File: src/rtl/probe_rle_encoder_if.sv
// FX2 IN FIFO (FIFO4) byte port: write data/strobe toward the FIFO, ready back.
interface probe_rle_encoder_if;
  logic [7:0] fifo_data;
  logic       fifo_wr;
  logic       fifo_ready;

  modport master (
    output fifo_data,
    output fifo_wr,
    input  fifo_ready
  );

  modport slave (
    input  fifo_data,
    input  fifo_wr,
    output fifo_ready
  );
endinterface

File: src/rtl/probe_rle_encoder.sv
// Run-length compressor for the logic analyzer capture path: emits (value, length-1) byte pairs.
// Optional raw pass-through mode is compiled in with `define PROBE_RLE_BYPASS_EN.
module probe_rle_encoder #(
  parameter int unsigned ADDR_BITS = 4,
  parameter int unsigned MAX_RUN   = 256
) (
  input  logic                 FIFO_clk,
  input  logic                 reset,
  input  logic                 enable,
  input  logic [7:0]           sample,
  input  logic                 clear_overflow,
`ifdef PROBE_RLE_BYPASS_EN
  input  logic                 bypass,
`endif
  probe_rle_encoder_if.master  fifo,
  output logic                 overflow,
  output logic                 activity
);

  localparam int unsigned        DEPTH      = 1 << ADDR_BITS;
  localparam logic [ADDR_BITS:0] FULL_COUNT = (ADDR_BITS+1)'(DEPTH);
  localparam logic [7:0]         RUN_LAST   = 8'(MAX_RUN - 1);

  typedef enum logic [1:0] {
    S_IDLE,
    S_VALUE,
    S_COUNT
  } state_t;

  logic                 r_run_valid;
  logic [7:0]           r_run_val;
  logic [7:0]           r_run_cnt;

  logic [15:0]          r_mem [DEPTH];
  logic [ADDR_BITS-1:0] r_wr_ptr;
  logic [ADDR_BITS-1:0] r_rd_ptr;
  logic [ADDR_BITS:0]   r_count;
  logic [ADDR_BITS:0]   w_count_nxt;

  state_t               r_state;
  state_t               w_state_nxt;

  logic                 w_hold;
  logic                 w_push;
  logic                 w_pop;
  logic                 w_full;
  logic                 w_accept;
  logic                 w_drop;
  logic                 w_ovf_set;
  logic [15:0]          w_head;

`ifdef PROBE_RLE_BYPASS_EN
  assign w_hold = bypass;
`else
  assign w_hold = 1'b0;
`endif

  // A run closes on a value change, on reaching MAX_RUN, or when capture is disabled.
  always_comb begin
    w_push = 1'b0;
    if (!w_hold && r_run_valid) begin
      if (!enable)
        w_push = 1'b1;
      else if ((sample != r_run_val) || (r_run_cnt == RUN_LAST))
        w_push = 1'b1;
    end
  end

  always_ff @(posedge FIFO_clk or posedge reset) begin
    if (reset) begin
      r_run_valid <= 1'b0;
      r_run_val   <= '0;
      r_run_cnt   <= '0;
    end else if (w_hold) begin
      r_run_valid <= 1'b0;
      r_run_val   <= '0;
      r_run_cnt   <= '0;
    end else if (enable) begin
      if (r_run_valid && (sample == r_run_val) && (r_run_cnt != RUN_LAST)) begin
        r_run_cnt <= r_run_cnt + 8'd1;
      end else begin
        r_run_valid <= 1'b1;
        r_run_val   <= sample;
        r_run_cnt   <= '0;
      end
    end else begin
      r_run_valid <= 1'b0;
    end
  end

  assign w_full   = (r_count == FULL_COUNT);
  assign w_pop    = (r_state == S_COUNT) && fifo.fifo_ready && !w_hold;
  // When full, a same-cycle pop frees the head slot, so the push can take it.
  assign w_accept = w_push && (!w_full || w_pop);
  assign w_drop   = w_push && w_full && !w_pop;
  assign w_head   = r_mem[r_rd_ptr];

  always_comb begin
    w_count_nxt = r_count;
    unique case ({w_accept, w_pop})
      2'b10:   w_count_nxt = r_count + 1'b1;
      2'b01:   w_count_nxt = r_count - 1'b1;
      default: w_count_nxt = r_count;
    endcase
  end

  always_ff @(posedge FIFO_clk) begin
    if (w_accept)
      r_mem[r_wr_ptr] <= {r_run_val, r_run_cnt};
  end

  always_ff @(posedge FIFO_clk or posedge reset) begin
    if (reset) begin
      r_wr_ptr <= '0;
      r_rd_ptr <= '0;
      r_count  <= '0;
    end else if (w_hold) begin
      r_wr_ptr <= '0;
      r_rd_ptr <= '0;
      r_count  <= '0;
    end else begin
      if (w_accept)
        r_wr_ptr <= r_wr_ptr + 1'b1;
      if (w_pop)
        r_rd_ptr <= r_rd_ptr + 1'b1;
      r_count <= w_count_nxt;
    end
  end

`ifdef PROBE_RLE_BYPASS_EN
  assign w_ovf_set = w_drop || (w_hold && enable && !fifo.fifo_ready);
`else
  assign w_ovf_set = w_drop;
`endif

  // Set has priority over clear so a drop is never hidden by a concurrent clear.
  always_ff @(posedge FIFO_clk or posedge reset) begin
    if (reset) begin
      overflow <= 1'b0;
      activity <= 1'b0;
    end else begin
      if (w_ovf_set)
        overflow <= 1'b1;
      else if (clear_overflow)
        overflow <= 1'b0;
      activity <= w_accept;
    end
  end

  always_ff @(posedge FIFO_clk or posedge reset) begin
    if (reset)
      r_state <= S_IDLE;
    else
      r_state <= w_state_nxt;
  end

  always_comb begin
    w_state_nxt    = r_state;
    fifo.fifo_data = '0;
    fifo.fifo_wr   = 1'b0;
    if (w_hold) begin
      w_state_nxt    = S_IDLE;
      fifo.fifo_data = sample;
      fifo.fifo_wr   = enable && fifo.fifo_ready;
    end else begin
      unique case (r_state)
        S_IDLE: begin
          if (r_count != '0)
            w_state_nxt = S_VALUE;
        end
        S_VALUE: begin
          fifo.fifo_data = w_head[15:8];
          fifo.fifo_wr   = fifo.fifo_ready;
          if (fifo.fifo_ready)
            w_state_nxt = S_COUNT;
        end
        S_COUNT: begin
          fifo.fifo_data = w_head[7:0];
          fifo.fifo_wr   = fifo.fifo_ready;
          if (fifo.fifo_ready)
            w_state_nxt = (w_count_nxt != '0) ? S_VALUE : S_IDLE;
        end
        default: w_state_nxt = S_IDLE;
      endcase
    end
  end

endmodule

File: src/flat_wrapper.sv
// flat-port wrapper written by rule: the top's interface ports become plain ports
module probe_rle_encoder_flat 
#(
  parameter int unsigned ADDR_BITS = 4,
  parameter int unsigned MAX_RUN   = 256
)
  (FIFO_clk, reset, enable, sample, clear_overflow, overflow, activity, fifo_fifo_data, fifo_fifo_wr, fifo_fifo_ready);
  probe_rle_encoder_if fifo_i ();
  input  logic FIFO_clk;
  input  logic reset;
  input  logic enable;
  input  logic [7:0] sample;
  input  logic clear_overflow;
  output logic overflow;
  output logic activity;
  output wire logic [$bits(fifo_i.fifo_data)-1:0] fifo_fifo_data;
  output wire logic [$bits(fifo_i.fifo_wr)-1:0] fifo_fifo_wr;
  input wire logic [$bits(fifo_i.fifo_ready)-1:0] fifo_fifo_ready;
  assign fifo_fifo_data = fifo_i.fifo_data;
  assign fifo_fifo_wr = fifo_i.fifo_wr;
  assign fifo_i.fifo_ready = fifo_fifo_ready;
  probe_rle_encoder #(.ADDR_BITS(ADDR_BITS), .MAX_RUN(MAX_RUN)) u_core (.FIFO_clk(FIFO_clk), .reset(reset), .enable(enable), .sample(sample), .clear_overflow(clear_overflow), .fifo(fifo_i), .overflow(overflow), .activity(activity));
endmodule
File: config.mk
export PLATFORM = sky130hd
export DESIGN_NAME = probe_rle_encoder_flat
export DESIGN_NICKNAME = d
export VERILOG_FILES = /design/src/rtl/probe_rle_encoder_if.sv /design/src/rtl/probe_rle_encoder.sv /design/src/flat_wrapper.sv
export SDC_FILE = /design/constraint.sdc
export NUM_CORES = 1
export LEC_CHECK = 0
export ABC_AREA = 1
export CAP_MARGIN = 20
export CORE_MARGIN = 2
export CORE_UTILIZATION = 60
export CTS_BUF_LIST = sky130_fd_sc_hd__clkbuf_4
export DETAILED_ROUTE_END_ITERATION = 7
export GPL_ROUTABILITY_DRIVEN = 0
export GPL_TIMING_DRIVEN = 0
export MAX_ROUTING_LAYER = met4
export PLACE_DENSITY_LB_ADDON = 0.3
export SLEW_MARGIN = 25
export SYNTH_ARGS = -nofsm -noshare
export SYNTH_HDL_FRONTEND = slang
export SYNTH_SLANG_ARGS = --single-unit
File: constraint.sdc
create_clock -name FIFO_clk -period 3.27 [get_ports FIFO_clk]
set_input_delay 0.654 -clock FIFO_clk [delete_from_list [all_inputs] [get_ports FIFO_clk]]
set_output_delay 0.654 -clock FIFO_clk [all_outputs]
set_load 0.02 [all_outputs]
Word level (Yosys, flattened, before mapping)
Memories as Yosys holds them, arrays and structs flattened.
Index checks and enable logic that the tools add are counted.

cells by class
  mux-type cells = 18
  eq/ne operators = 13
  add/sub/neg operators = 5
  bitwise gates (word level) = 1
  reductions and logical operators = 17

operators with widths
  cell                                                                    count
  8-bit case mux with 2 select lines                                      1
  1-bit two-way mux                                                       11
  5-bit case mux with 2 select lines                                      1
  5-bit nonzero test                                                      2
  4-bit by 1-bit adder with 4-bit output (second input constant)          2
  8-bit by 1-bit adder with 8-bit output (second input constant)          1
  8-bit equality test                                                     1
  8-bit equality test (second input constant)                             1
  8-bit two-way mux                                                       1
  8-bit != test                                                           1
  8-bit != test (second input constant)                                   1
  1-bit logical AND                                                       6
  2-bit two-way mux                                                       3
  2-bit != test (second input constant)                                   3
  2-bit case mux with 3 select lines                                      1
  5-bit by 1-bit adder with 5-bit output (second input constant)          1
  5-bit equality test (second input constant)                             1
  5-bit by 1-bit subtractor with 5-bit output (second input constant)     1
  2-bit by 1-bit equality test with 1-bit output (second input constant)  2
  2-bit equality test (second input constant)                             2
  3-bit AND reduction                                                     1
  1-bit logical NOT                                                       2
  2-bit logical NOT                                                       1
  1-bit logical OR                                                        2
  other kinds (5)                                                         5

storage, ports and cells
  memories kept = 1
  bits in writable memories = 256
  bits of input ports = 13
  logic and storage cells = 64
  register bits after elaboration = 34
  output and inout port bits = 11

memories
  name          depth  width  rd ports  clocked after Yosys merged registers in  wr ports  RTL line                 source
  u_core.r_mem  16     16     1         0                                        1         probe_rle_encoder.sv:34  logic [15:0] r_mem [DEPTH];

Logic depth before layout (Yosys ltp)
Gate-level depths: netlist of run 1.

  word-level depth = 12
  mapped depth = 23
  mapped depth without buffers = 23

Worst setup path after synthesis of run 1
No wires, ideal clock.

  path kind = reg2reg
  from = register u_core.r_run_cnt[1]
  to = register u_core.r_state[0]
  required time = 3.153 ns
  cell stages (with the launch flop) = 22
  slack = 0.585 ns
  setup time = 0.117 ns
  arrival time = 2.569 ns
  cell sequence = dfrtp_1 -> ha_1 -> nand3_2 -> nor3_2 -> nor2_2 -> nand3_4 -> nand2_2 -> nand2_4 -> inv_1 -> fa_1 -> nand3_1 -> nand2_1 -> nand4_1 -> nand2_1 -> nand2_1 -> nand2_1 -> nand2_1 -> nand3_1 -> nand2_1 -> nand2_1 -> nand2_1 -> nand2_1

between the ends
  word-level cells in the longest chain between the ends = 12

RTL lines
  element                                                                                RTL line                  source
  start: declaration                                                                     probe_rle_encoder.sv:32   logic [7:0] r_run_cnt;
  start signal: assignment                                                               probe_rle_encoder.sv:80   r_run_cnt <= r_run_cnt + 8'd1;
  8-bit equality test (*)                                                                probe_rle_encoder.sv:64   else if ((sample != r_run_val) || (r_run_cnt == RUN_LAST))
  1-bit logical OR (*)                                                                   probe_rle_encoder.sv:64
  1-bit two-way mux (*)                                                                  probe_rle_encoder.sv:64
  1-bit two-way mux (*)                                                                  probe_rle_encoder.sv:62   if (!enable)
  1-bit two-way mux (*)                                                                  probe_rle_encoder.sv:61   if (!w_hold && r_run_valid) begin
  1-bit logical AND (*)                                                                  probe_rle_encoder.sv:94   assign w_accept = w_push && (!w_full || w_pop);
  2-bit by 1-bit equality test with 1-bit output or 2-bit equality test (tied branches)  probe_rle_encoder.sv:100  unique case ({w_accept, w_pop})
  5-bit case mux with 2 select lines (*)                                                 probe_rle_encoder.sv:100
  5-bit nonzero test (*)                                                                 probe_rle_encoder.sv:181  w_state_nxt = (w_count_nxt != '0) ? S_VALUE : S_IDLE;
  1-bit two-way mux (*)                                                                  probe_rle_encoder.sv:181
  2-bit two-way mux (*)                                                                  probe_rle_encoder.sv:180  if (fifo.fifo_ready)
  2-bit case mux with 3 select lines (*)                                                 probe_rle_encoder.sv:166  unique case (r_state)
  end signal: assignment                                                                 probe_rle_encoder.sv:154  r_state <= w_state_nxt;
  end: declaration                                                                       probe_rle_encoder.sv:40   state_t r_state;

Every way passes the cells marked *; elsewhere a longest branch is shown, timed or not. The select of a mux whose other input is x is not followed.
A chain may end at the register's enable or synchronous reset.

Worst setup path after layout of run 1
  from = register u_core.r_rd_ptr[0]
  to = output fifo_fifo_data[7]

between the ends
  word-level cells in the longest chain between the ends = 2

RTL lines
  element                             RTL line                  source
  start: declaration                  probe_rle_encoder.sv:36   logic [ADDR_BITS-1:0] r_rd_ptr;
  start signal: assignment            probe_rle_encoder.sv:125  r_rd_ptr <= r_rd_ptr + 1'b1;
  memory read 16 x 16 bit             n/a
  8-bit case mux with 2 select lines  probe_rle_encoder.sv:166
  end: declaration                    flat_wrapper.sv:16        output wire logic [$bits(fifo_i.fifo_data)-1:0] fifo_fifo_data;

No other way between the ends.

==> flow_summary.toml, run 1 <==
[synthesis]
synth_seq_cells = 290
synth_area_leaders = "edfxtp_1 65%, dfrtp_1 7.1%, o21ai_0 5.6%"
synth_flop_cell = "edfxtp_1"
synth.distinct_cells = 33
synth_top_area_share_pct = 64.50
synth_area_leader_cell = "edfxtp_1"
synth_seq_area_share_pct = 71.64
syn_area_mm2 = 0.01192
synth_edf_count = 256
syn_nets = 978
avgSynthCellArea_um2 = 12.54
yosysWarningCount = 0
async_flop_share_pct = 11.72
syn_inst = 950

[power_and_ir_drop]
leakagePower_nw = 5.248
power_mw = 13.38
power_density_mw_per_mm2 = 933.9
vdd_drop_max_mv = 0.5114

[route]
first_pass_iters = 7
drt_wl_total_mm = 35.62
drt_iter0_markers = 1716
vias_per_cell = 6.552
vias = 9068
final_antenna_net_count = 0
drc_errors = 0
routedWlPerCell_um = 25.74

[floorplanning]
fp.dieW_um = 144.9
start_util_pct = 61.23
num_io_pins = 24
dieArea_mm2 = 0.02101
num_rows = 51
fp.dieH_um = 144.9
core_area_mm2 = 0.01946

[finish]
nets = 1092
regArea_mm2 = 0.008573
final_util_pct = 73.60
fill_cells = 1204
multiInputGateArea_mm2 = 0.003324
drive_gt1_share_pct = 25.49
final_common_cell = "edfxtp_1"
finish.instance_area_mm2 = 0.01433
layout_common_cells = "256 x edfxtp_1, 140 x nor2_1, 117 x clkbuf_4"
area_growth_pct = 20.20

[critical_path]
crit_chain = "buf_4, buf_2, buf_6, o21ai_0, o221ai_2, o211ai_1, nand2_1, nand2_1, a21oi_2, buf_6"
crit_fanout = 10
cp-start-kind = "flop"
critPathMaxStageDelay_ps = 450
path_class = "reg2out"
end_kind = "primary output"
slowest_stage = "dfrtp_2"
crit_arrival_ps = 2870
worstPathRequired_ps = 2620

[hold_path]
hold_class = "in2async"

[timing]
min_period_ps = 3524
hold_viol = 0
fin_crit_sh_pct = 107.8
finalSetupViolations = 8
grt_setup_unrepaired = "yes"
fmax_mhz = 283.7
slew_headroom_pct = 47.54
fin_setup_tns_ps = -659.5
maxSlewViolCount = 0
tightest_slew_ps = 785.0
fin_ws_ps = -254.3
fin_skew_ps = 48.76

[grt]
antenna_found_initial = 1
grtUsageTotal_pct = 34.12
grt_pass1_wl_mm = 51.49
grt_max_degree = 35
grt_pass1_vias = 8896
gr-total-overflow = 0

[clocking]
clock-root-buffer = "clkbuf_4"
tritoncts = "built"
clock_path_buffers = 3
cts_buffers = 72
cts.sinks = 290
cts_max_level = 3
clk_pin_slew_ps = 70
clk_latency_ps = 700

[run]
cap_violations = 0

[run_status]
status = "complete, but fails checks"
violations = "negative setup slack"

[placement]
io_buffers = 23
dp.final_hpwl_mm = 20.31
placed_area_mm2 = 0.01263
## path summary, 6_finish.rpt
kind | startpoint | end | slack, ps | cells after the start
setup / recovery | u_core.r_rd_ptr[0] | fifo_fifo_data[7] | -250 | 10
hold / removal | reset | u_core.r_count[1] | 430 | 2
setup reg to reg | u_core.r_run_cnt[1] | u_core.r_state[0] | 280 | 21
hold reg to reg | u_core.overflow | u_core.overflow | 530 | 2
max in group asynchronous | reset | u_core.r_run_cnt[0] | 2240 | 2
min in group FIFO_clk | u_core.overflow | u_core.overflow | 530 | 2
## kinds of logic after synthesis
kind of cell | share of synthesized area, %
AOI/OAI and AO/OA | 12.00
xor gates and xnor gates | 1.176
adders and majority gates | 1.638
buffers and inverters | 3.045
DFF | 71.64
and+or+nand+nor | 10.50
## flip-flops by register name, indices dropped and copies added (netlist names)
name,flops
u_core.r_count,5
u_core.activity,1
u_core.r_wr_ptr,4
u_core.overflow,1
u_core.r_state,2
u_core.r_rd_ptr,4
u_core.r_mem,256
u_core.r_run_valid,1
u_core.r_run_val,8
u_core.r_run_cnt,8
## synthesized netlist by cell type (5+ instances only)
library cell / instances
ha_1: 14
o211ai_1: 19
xnor2_1: 5
inv_1: 30
o22ai_1: 20
buf_2: 17
nand2_1: 96
a21oi_1: 12
o21ai_0: 134
xor2_1: 11
dfrtp_1: 34
edfxtp_1: 256
nor2_1: 163
nand3_1: 29
clkbuf_1: 35
o221ai_1: 45
## cell type report
type / count / share of cell area [%]
Sequential cell: 290 / 59.85
Multi-Input combinational cell: 571 / 23.21
Clock buffer: 112 / 5.870
Buffer: 55 / 3.913
Timing Repair Buffer: 41 / 3.293
Tap cell: 265 / 2.315
Inverter: 33 / 0.9171
Clock inverter: 16 / 0.6201
Antenna cell: 1 / 0.01747
## critical path: cells and delay by family, from the launching register on
family | cells | cell delay, ps
buffers and inverters | 4 | 620
DFF | 1 | 450
and+or+nand+nor | 2 | 210
AOI/OAI and AO/OA | 4 | 910
## metrics by stage
stage,hold WS [ps],instances,setup slack (ps)
after global routing,496.7,1384,-171.8
after detailed placement,529.4,1242,-453.1
final,425.2,1384,-254.3
after CTS,425.7,1380,-11.17
after floorplan,520.9,950,584.8
after global placement,519.6,1238,-742.6
## report_power, final
group	total, mW	switching (mW)	internal [mW]
clock network	3.11	1.47	1.63
logic	5.58	3.63	1.96
registers	4.69	0.252	4.44
total	13.4	5.35	8.03
## what timing repair did
| action | CTS | global route |
|---|---|---|
| buffers inserted | 8 | 1 |
| pin swaps | 27 | 26 |
| hold buffers | 0 | 0 |
| resized for setup | 177 | 81 |
| hold endpoints to repair | 0 | 0 |
| gates cloned | 3 | 2 |
| setup endpoints to repair | 8 | 179 |
## layer usage
layer	track usage (%)	up-vias	wire length, um	part of all wire (%)
li1	-	3771	-	-
met1	40.75	4361	12090	34
met2	54.02	767	16960	48
met3	7.987	169	4455	13
met4	19.06	0	2111	5.9
met5	-	-	0	0
(Power assumes the default switching activity.)
==> inputs of run 2 (changes only) <==
==> constraint.sdc (replaced) <==
create_clock -name FIFO_clk -period 3.27 [get_ports FIFO_clk]
set_input_delay 0.327 -clock FIFO_clk [delete_from_list [all_inputs] [get_ports FIFO_clk]]
set_output_delay 0.327 -clock FIFO_clk [all_outputs]
set_load 0.02 [all_outputs]
==> run 2 against run 1 <==
  * The flow finishes with violations (design-rule violations, negative setup slack)
  * Total power decreased by 7.4%
  * Die area unchanged
  * Clock power decreased by 2%
  * Combinational power decreased by 16%
  * Critical path depth decreased by 1
  * Sequential power decreased by 0.9%
  * Critical endpoint unchanged
  * Largest cell class unchanged
==> flow_summary.toml, run 2 (synthesis results as in run 1) <==
[run_status]
status = "complete, but fails checks"
violations = "design-rule violations, negative setup slack"

[timing]
min_period_ps = 3285
slew_headroom_pct = 47.99
tightest_slew_ps = 779.0
fin_crit_sh_pct = 100.5
fin_ws_ps = -15.05
fin_skew_ps = 61.01
fmax_mhz = 304.4
finalSetupViolations = 1
hold_viol = 0
grt_setup_unrepaired = "yes"
fin_setup_tns_ps = -15.05
maxSlewViolCount = 0
whs_ps = 107.7

[finish]
area_growth_pct = 15.54
top_regs = "u_core.r_mem: 256 flops, u_core.r_run_cnt: 8 flops, u_core.r_run_val: 8 flops"
final_common_cell = "edfxtp_1"
multiInputGateArea_mm2 = 0.003149
regArea_mm2 = 0.008567
layout_common_cells = "256 x edfxtp_1, 147 x nor2_1, 133 x o21ai_0"
nets = 1079
largest_reg_flops = 256
top_register = "u_core.r_mem"
fill_cells = 1296
drive_gt1_share_pct = 20.63

[grt]
grt_max_degree = 35
grt_pass1_vias = 8574
gr-total-overflow = 0
grtUsageTotal_pct = 32.28
grt_pass1_wl_mm = 48.87
antenna_found_initial = 1

[placement]
dp.final_hpwl_mm = 20.31
io_buffers = 23

[floorplanning]
fp.dieW_um = 144.9
fp.dieH_um = 144.9
core_area_mm2 = 0.01946
start_util_pct = 61.23
num_io_pins = 24
num_rows = 51
dieArea_mm2 = 0.02101

[critical_path]
crit_fanout = 10
critPathMaxStageDelay_ps = 420
end_kind = "primary output"
crit_chain = "buf_2, clkbuf_2, o21ai_0, o221ai_2, o211ai_1, nand2_1, nand2_1, a21oi_2, clkdlybuf4s15_2"
worstPathRequired_ps = 2940
r2r_cells = 10
cp_common_cell = "nand2_1"
rrSetupSlack_ps = 260
slowest_stage = "dfrtp_1"
crit_arrival_ps = 2960
path_class = "reg2out"
reg2reg_from = "u_core.r_run_cnt[1]"
rr_endpoint = "u_core.r_mem[3][13]"
cp-start-kind = "flop"

[route]
first_pass_iters = 8
vias_per_cell = 6.340
drt_iter0_markers = 1704
drc_errors = 2
routedWlPerCell_um = 23.88
drt_wl_total_mm = 32.74
vias = 8692
final_antenna_net_count = 0

[run]
cap_violations = 0

[clocking]
cts_buffers = 72
clk_pin_slew_ps = 70
clock-root-buffer = "clkbuf_4"
cts.sinks = 290
cts_hold_buf = 0
cts_max_level = 3
clk_latency_ps = 700
clock_path_buffers = 3
tritoncts = "built"

[hold_path]
hold_class = "in2async"

[power_and_ir_drop]
power_mw = 12.39
vdd_drop_max_mv = 0.5035
power_density_mw_per_mm2 = 899.5
leakagePower_nw = 5.043
run 2: cell count changes in the layout (fill, tap and decap cells not counted), moves of 5 or more:
cell	change
o22ai_2	-6
buf_2	+7
nor2_2	-5
buf_4	-14
clkbuf_1	+7
o221ai_1	+11
nor2_1	+7
o22ai_1	+6
buf_12	-6
clkbuf_8	-5
o21ai_1	-14
o21ai_0	+17
o221ai_2	-11
run 2: final cells by class:
type / count / share of cell area (%)
diodes: 1 / 0.01817
repair buffers: 27 / 1.890
inverters: 33 / 0.9178
flip-flops and latches: 290 / 62.22
well taps: 265 / 2.408
plain buffers: 56 / 2.926
clock buffers: 112 / 6.106
multi-input cells: 571 / 22.87
clock inverters: 16 / 0.6452
run 2: worst max path at each step:
stage                                    from                  end  slack [ps]  cells past startpoint
after floorplan           u_core.r_run_cnt[1]    u_core.r_state[0]         580                     21
after global placement    u_core.r_run_cnt[0]  u_core.r_mem[11][2]        -630                      9
after detailed placement   u_core.r_rd_ptr[1]    fifo_fifo_data[1]        -130                     10
after CTS                  u_core.r_rd_ptr[0]    fifo_fifo_data[5]          -5                     11
after global routing       u_core.r_rd_ptr[1]    fifo_fifo_data[7]         -20                      9
final                      u_core.r_rd_ptr[1]    fifo_fifo_data[7]         -20                      9
run 2: metrics by stage:
stage          setup WS (ps)  utilization [%]  cells  area, um^2
3_5_place_dp          -126.1            64.91   1242       12630
4_1_cts               -5.282            70.33   1370       13690
6_report              -15.05            70.75   1371       13770
2_1_floorplan          584.8                -    950       11920
5_1_grt               -19.73            70.75   1371       13770
3_3_place_gp          -628.8            64.12   1238       12480
run 2: power by group:
group	internal, mW	leakage (nW)	switching [mW]
Clock	1.63	0.560	1.42
Sequential	4.43	2.88	0.219
Combinational	1.41	1.61	3.26
run 2: metal layers:
layer	GRT usage, %	routed length [um]
met1	39.52	11100
met2	51.36	15900
met3	7.862	4265
met4	14.90	1472
met5	-	0
run 2: repair_timing:
item	4_1_cts	5_1_grt
buffers inserted	0	0
setup endpoints to repair	8	131
pin swaps	4	7
gates resized for setup	85	54
run 2: critical path: cells and delay by family (launching register included):
family	cells	cell delay (ps)
AOI/OAI and AO/OA	4	850
buffers and inverters	3	840
DFF	1	420
and+or+nand+nor	2	170
==> inputs of run 3 (changes only) <==
CAP_MARGIN = unset   (was 20)
==> results of run 3 <==
No change in the layout: final DEF, timing and power equal those of run 2.
